### src/rtl/riscv_mdu.sv
// Iterative RV32M/RV64M multiply/divide unit: one radix-2 step per cycle,
// early completion for divide-by-zero and signed overflow, flushable at any time.
module riscv_mdu #(
  parameter int XLEN = 32
) (
  input  logic            clk,
  input  logic            rst,
  input  logic            in_valid,
  output logic            in_ready,
  input  logic [2:0]      op,
  input  logic [XLEN-1:0] a,
  input  logic [XLEN-1:0] b,
  input  logic            flush,
  output logic            out_valid,
  output logic [XLEN-1:0] result
);

  localparam int CW = $clog2(XLEN + 1);

  typedef enum logic [1:0] {IDLE, CALC, DONE} state_t;

  state_t              state_q, state_d;
  logic [CW-1:0]       cnt_q, cnt_d;
  logic [2*XLEN-1:0]   acc_q, acc_d;
  logic [XLEN-1:0]     opb_q, opb_d;
  logic [2:0]          op_q, op_d;
  logic                neg_q, neg_d;
  logic [XLEN-1:0]     result_q, result_d;

  function automatic logic [XLEN-1:0] cneg(input logic [XLEN-1:0] v, input logic n);
    return n ? ('0 - v) : v;
  endfunction

  function automatic logic [2*XLEN-1:0] cneg2(input logic [2*XLEN-1:0] v, input logic n);
    return n ? ('0 - v) : v;
  endfunction

  logic              a_signed, b_signed, sa, sb, is_div, div_zero, div_ovf, neg_in;
  logic [XLEN-1:0]   a_mag, b_mag;

  assign is_div   = op[2];
  assign a_signed = (op == 3'b001) || (op == 3'b010) || (op == 3'b100) || (op == 3'b110);
  assign b_signed = (op == 3'b001) || (op == 3'b100) || (op == 3'b110);
  assign sa       = a_signed & a[XLEN-1];
  assign sb       = b_signed & b[XLEN-1];
  assign a_mag    = cneg(a, sa);
  assign b_mag    = cneg(b, sb);
  assign div_zero = is_div && (b == '0);
  assign div_ovf  = is_div && !op[0] && (a == {1'b1, {(XLEN-1){1'b0}}}) && (b == '1);
  // Remainder takes the dividend's sign; quotient and product take the XOR.
  assign neg_in   = (is_div && op[1]) ? sa : (sa ^ sb);

  // acc holds {partial product hi, multiplier} or {partial remainder, quotient}
  logic [XLEN:0]     mul_sum, div_sh, div_diff;
  logic [2*XLEN-1:0] mul_next, div_next, step_next, prod;
  logic [XLEN-1:0]   final_res;

  always_comb begin
    mul_sum   = {1'b0, acc_q[2*XLEN-1:XLEN]} + {1'b0, ({XLEN{acc_q[0]}} & opb_q)};
    mul_next  = {mul_sum, acc_q[XLEN-1:1]};
    div_sh    = {acc_q[2*XLEN-1:XLEN], acc_q[XLEN-1]};
    div_diff  = div_sh - {1'b0, opb_q};
    div_next  = div_diff[XLEN] ? {div_sh[XLEN-1:0], acc_q[XLEN-2:0], 1'b0}
                               : {div_diff[XLEN-1:0], acc_q[XLEN-2:0], 1'b1};
    step_next = op_q[2] ? div_next : mul_next;
    prod      = cneg2(step_next, neg_q);
    case (op_q)
      3'b000:                 final_res = prod[XLEN-1:0];
      3'b001, 3'b010, 3'b011: final_res = prod[2*XLEN-1:XLEN];
      3'b100, 3'b101:         final_res = cneg(step_next[XLEN-1:0], neg_q);
      default:                final_res = cneg(step_next[2*XLEN-1:XLEN], neg_q);
    endcase
  end

  always_comb begin
    state_d  = state_q;
    cnt_d    = cnt_q;
    acc_d    = acc_q;
    opb_d    = opb_q;
    op_d     = op_q;
    neg_d    = neg_q;
    result_d = result_q;
    case (state_q)
      IDLE: begin
        if (in_valid) begin
          op_d  = op;
          neg_d = neg_in;
          opb_d = b_mag;
          acc_d = {{XLEN{1'b0}}, a_mag};
          cnt_d = CW'(XLEN);
          if (div_zero) begin
            result_d = op[1] ? a : '1;
            state_d  = DONE;
          end else if (div_ovf) begin
            result_d = op[1] ? '0 : a;
            state_d  = DONE;
          end else begin
            state_d  = CALC;
          end
        end
      end
      CALC: begin
        acc_d = step_next;
        cnt_d = cnt_q - CW'(1);
        if (cnt_q == CW'(1)) begin
          result_d = final_res;
          state_d  = DONE;
        end
      end
      default: state_d = IDLE;
    endcase
    if (flush) begin
      state_d  = IDLE;
      result_d = result_q;
    end
  end

  always_ff @(posedge clk) begin
    if (rst) begin
      state_q  <= IDLE;
      result_q <= '0;
    end else begin
      state_q  <= state_d;
      result_q <= result_d;
    end
    cnt_q <= cnt_d;
    acc_q <= acc_d;
    opb_q <= opb_d;
    op_q  <= op_d;
    neg_q <= neg_d;
  end

  assign in_ready  = (state_q == IDLE);
  assign out_valid = (state_q == DONE) && !flush && !rst;
  assign result    = result_q;

endmodule

### config.mk
export PLATFORM = sky130hd
export DESIGN_NAME = riscv_mdu
export DESIGN_NICKNAME = d
export VERILOG_FILES = /design/src/rtl/riscv_mdu.sv
export SDC_FILE = /design/constraint.sdc
export NUM_CORES = 1
export LEC_CHECK = 0
export CELL_PAD_IN_SITES_DETAIL_PLACEMENT = 1
export CELL_PAD_IN_SITES_GLOBAL_PLACEMENT = 1
export CORE_UTILIZATION = 41
export DETAILED_ROUTE_END_ITERATION = 8
export GPL_TIMING_DRIVEN = 0
export PLACE_DENSITY_LB_ADDON = 0.1
export SLEW_MARGIN = 40
export SYNTH_ARGS = -nofsm -noshare
export SYNTH_HDL_FRONTEND = slang
export SYNTH_SLANG_ARGS = --single-unit
### constraint.sdc
create_clock -name clk -period 5.6 [get_ports clk]
set_input_delay 0.84 -clock clk [delete_from_list [all_inputs] [get_ports clk]]
set_output_delay 0.84 -clock clk [all_outputs]
set_load 0.02 [all_outputs]
==> metrics.csv <==
metric,value,unit
RSZ-0062 raised after global routing,true,
Crit Path Category,reg -> reg,
Cells after Synth,1950,
Syn Nets,2094,
Setup crit end kind,register,
Die Ht,195,microns
vias per std cell,6.58,
share of layout cells above drive strength 1,12.7,%
R2R Setup Slk,-0.26,ns
initial core utilization,41.7,%
Final Hold Fails,0,
Hold WC Path Type,reg -> reg,
"FF+latch count, synth",140,
Max Clock Skew,0.0158,ns
I/O Buffers,103,
Max Clk Rate,0.171,GHz
H-Tree Depth,4,
Main synth FF type,edfxtp_1,
Non-Filler Instances,2602,
P per Cell Area,257,nW/um^2
count of nets after finishing,2264,
WL final,74600,microns
Final GP Congestion,1.01,
initial antenna violation count,2,
failing checks,setup timing,
cell taking the most area after synthesis,edfxtp_1,
gr ovfl total,0,
share of synthesized flip-flops with an asynchronous set or reset,0,%
Max Slew Vio Count,0,
"Seq/Total Area, Yosys",25.3,%
first drt pass iteration count,5,
Synthesis Warnings,0,
status,finished with violations,
area post-placement,17000,sq um
worst-case clock buffer depth,2,
vias in the first global route,16659,
CTS buffer count,17,
post-synthesis cell area,15300,sq um
Worst Path Required,5.94,ns
largest net degree at the start of global routing,45,
relative max-transition margin,36.9,%
maximum VDD drop,0.237,mV
Total Routing Usage GR,38.5,%
startpoint type of the worst setup path,register,
die area,38100,sq um
share of the synthesized area in the top cell type,20.8,%
Detailed Place HPWL,59400,microns
synth unique cells,114,
launch point of the worst path,acc_q[31],
num rows,70,
drt drc,0,
# placed instances,2524,
initial drt markers,1812,
"top cells by area, synth","edfxtp_1 (21%), a21oi_1 (6.0%), ha_1 (5.8%), xnor2_1 (5.3%), o21ai_0 (5.1%)",
drt wl/cell,28.7,microns
Max Cap Viol,0,
clk_lat worst skew,0.48,ns
Clock Root Buffer,clkbuf_16,
Period minus WS final,5.86,ns
Post-synth top cells,"nand2_1 (189), a21oi_1 (182), nor2_1 (175)",
Core Box Area,36700,sq um
Finished Cell Area,18300,sq um
Worst-Margin Slew,0.947,ns
hold_sp,result[16],
DRT antenna net count,0,
leading cell type by number of instances after synthesis,nand2_1,
Area Growth Syn to Fin,19.9,%
crit-path max FO,4,
total negative slack,-1.89,ns
fin crit share,105,%
first-pass GRT wire length,108000,microns
Mean Syn Cell Area,7.85,sq um
reg2reg start,acc_q[31],
die width,195,microns
Clock Sinks,140,
P_leak,6.73,nW
"EDFF count, synth",106,
Worst-path clk slew,0.07,ns
CTS tree,built,
Critical Path AT,6.20,ns
hold buffer count at CTS,0,
final setup margin,-0.260,ns
Final setup violation count,12,
I/O Pins,105,
vias,17115,
==> worst max-delay path: stages, from the launching register on <==
cell       delay [ns]
edfxtp_1         0.52
inv_2            0.09
ha_4             0.20
fa_2             0.36
nand2b_4         0.17
a211oi_4         0.32
o2111ai_4        0.20
a211o_1          0.40
a21oi_4          0.25
nor3_4           0.11
nor2_4           0.19
ha_4             0.15
o211ai_1         0.12
o21bai_4         0.21
o21bai_4         0.18
or2_4            0.24
or3_4            0.39
o21a_1           0.22
nor3_4           0.25
nand4_4          0.15
o41ai_2          0.27
xor2_1           0.23
o221ai_1         0.15
o211ai_1         0.19
a31oi_1          0.12
==> where the power goes <==
| part | switching, mW | leakage [nW] | internal (mW) |
|---|---|---|---|
| registers | 0.106 | 1.34 | 1.22 |
| clock network | 0.576 | 0.276 | 0.589 |
| logic | 1.48 | 5.12 | 0.743 |
==> cell usage in the layout, fill, tap and decap left out, drive strengths merged, types with 67 or more instances in the layout <==
master and count:
ha 71, o21ai 176, inv 79, xor2 67, nand2 191, a21oi 187, buf 87, clkdlybuf4s50 103
xnor2 93, edfxtp 106, nor2 176, clkbuf 91, nor3 84
==> logic make-up (layout without fill, tap and decap cells) <==
family                   after synthesis  count (layout)  share of synthesized area (%)
adder cells (fa/ha/maj)               78              78                           6.40
flip-flops                           140             140                           25.3
AND/OR/NAND/NOR                      704             704                           23.2
AO/OA/AOI/OAI                        644             644                           28.0
XOR/XNOR                             160             160                           9.16
other                                  0               1                              0
multiplexers                          42              42                           2.98
buffers and inverters                182             365                           4.94
==> repair_timing <==
item	4_1_cts	5_1_grt
setup buffers	44	8
gates resized for setup	58	33
setup endpoints to repair	29	25
cloned	0	0
pin swaps	26	27
==> state kept, by name, summed over array words and instances, names as in the netlist <==
signal and count:
result 32, state_q 2, acc_q 64, opb_q 32, neg_q 1, cnt_q 6, op_q 3
==> final cells by class <==
type / instances / area [sq um]
inverter: 69 / 264
clock buffer: 17 / 425
multi-input combinational: 1628 / 11100
fill: 4485 / 18300
clock inverter: 15 / 143
sequential: 140 / 3860
tap: 468 / 586
buffer: 106 / 487
timing repair buffer: 158 / 1500
antenna: 1 / 2.50
==> metal layers <==
metal	wire [microns]	part of all wire (%)	global-route usage [%]
met2	31700	43	56.9
met5	0	0	0
met4	2080	2.8	11.5
met3	7810	10	10.5
met1	32900	44	54.1
==> stage by stage <==
| stage | total power, mW | util (%) | worst slack [ns] | hold slack (ns) |
|---|---|---|---|---|
| floorplan | 2.60 | - | 0.0882 | 0.530 |
| global route | 4.86 | 50.0 | -0.350 | 0.486 |
| detailed placement | 3.37 | 46.4 | -1.51 | 0.443 |
| finish | 4.71 | 50.0 | -0.260 | 0.457 |
| global placement | 3.31 | 46.1 | -1.51 | 0.443 |
| CTS | 4.58 | 49.4 | -0.284 | 0.458 |
==> final timing paths <==
kind,endpoint,cells after the start
hold reg to reg,result[16],1
setup reg to reg,result[22],24
setup / recovery,result[22],24
hold / removal,result[16],1
Note: power is estimated with default switching activity, not from simulation.
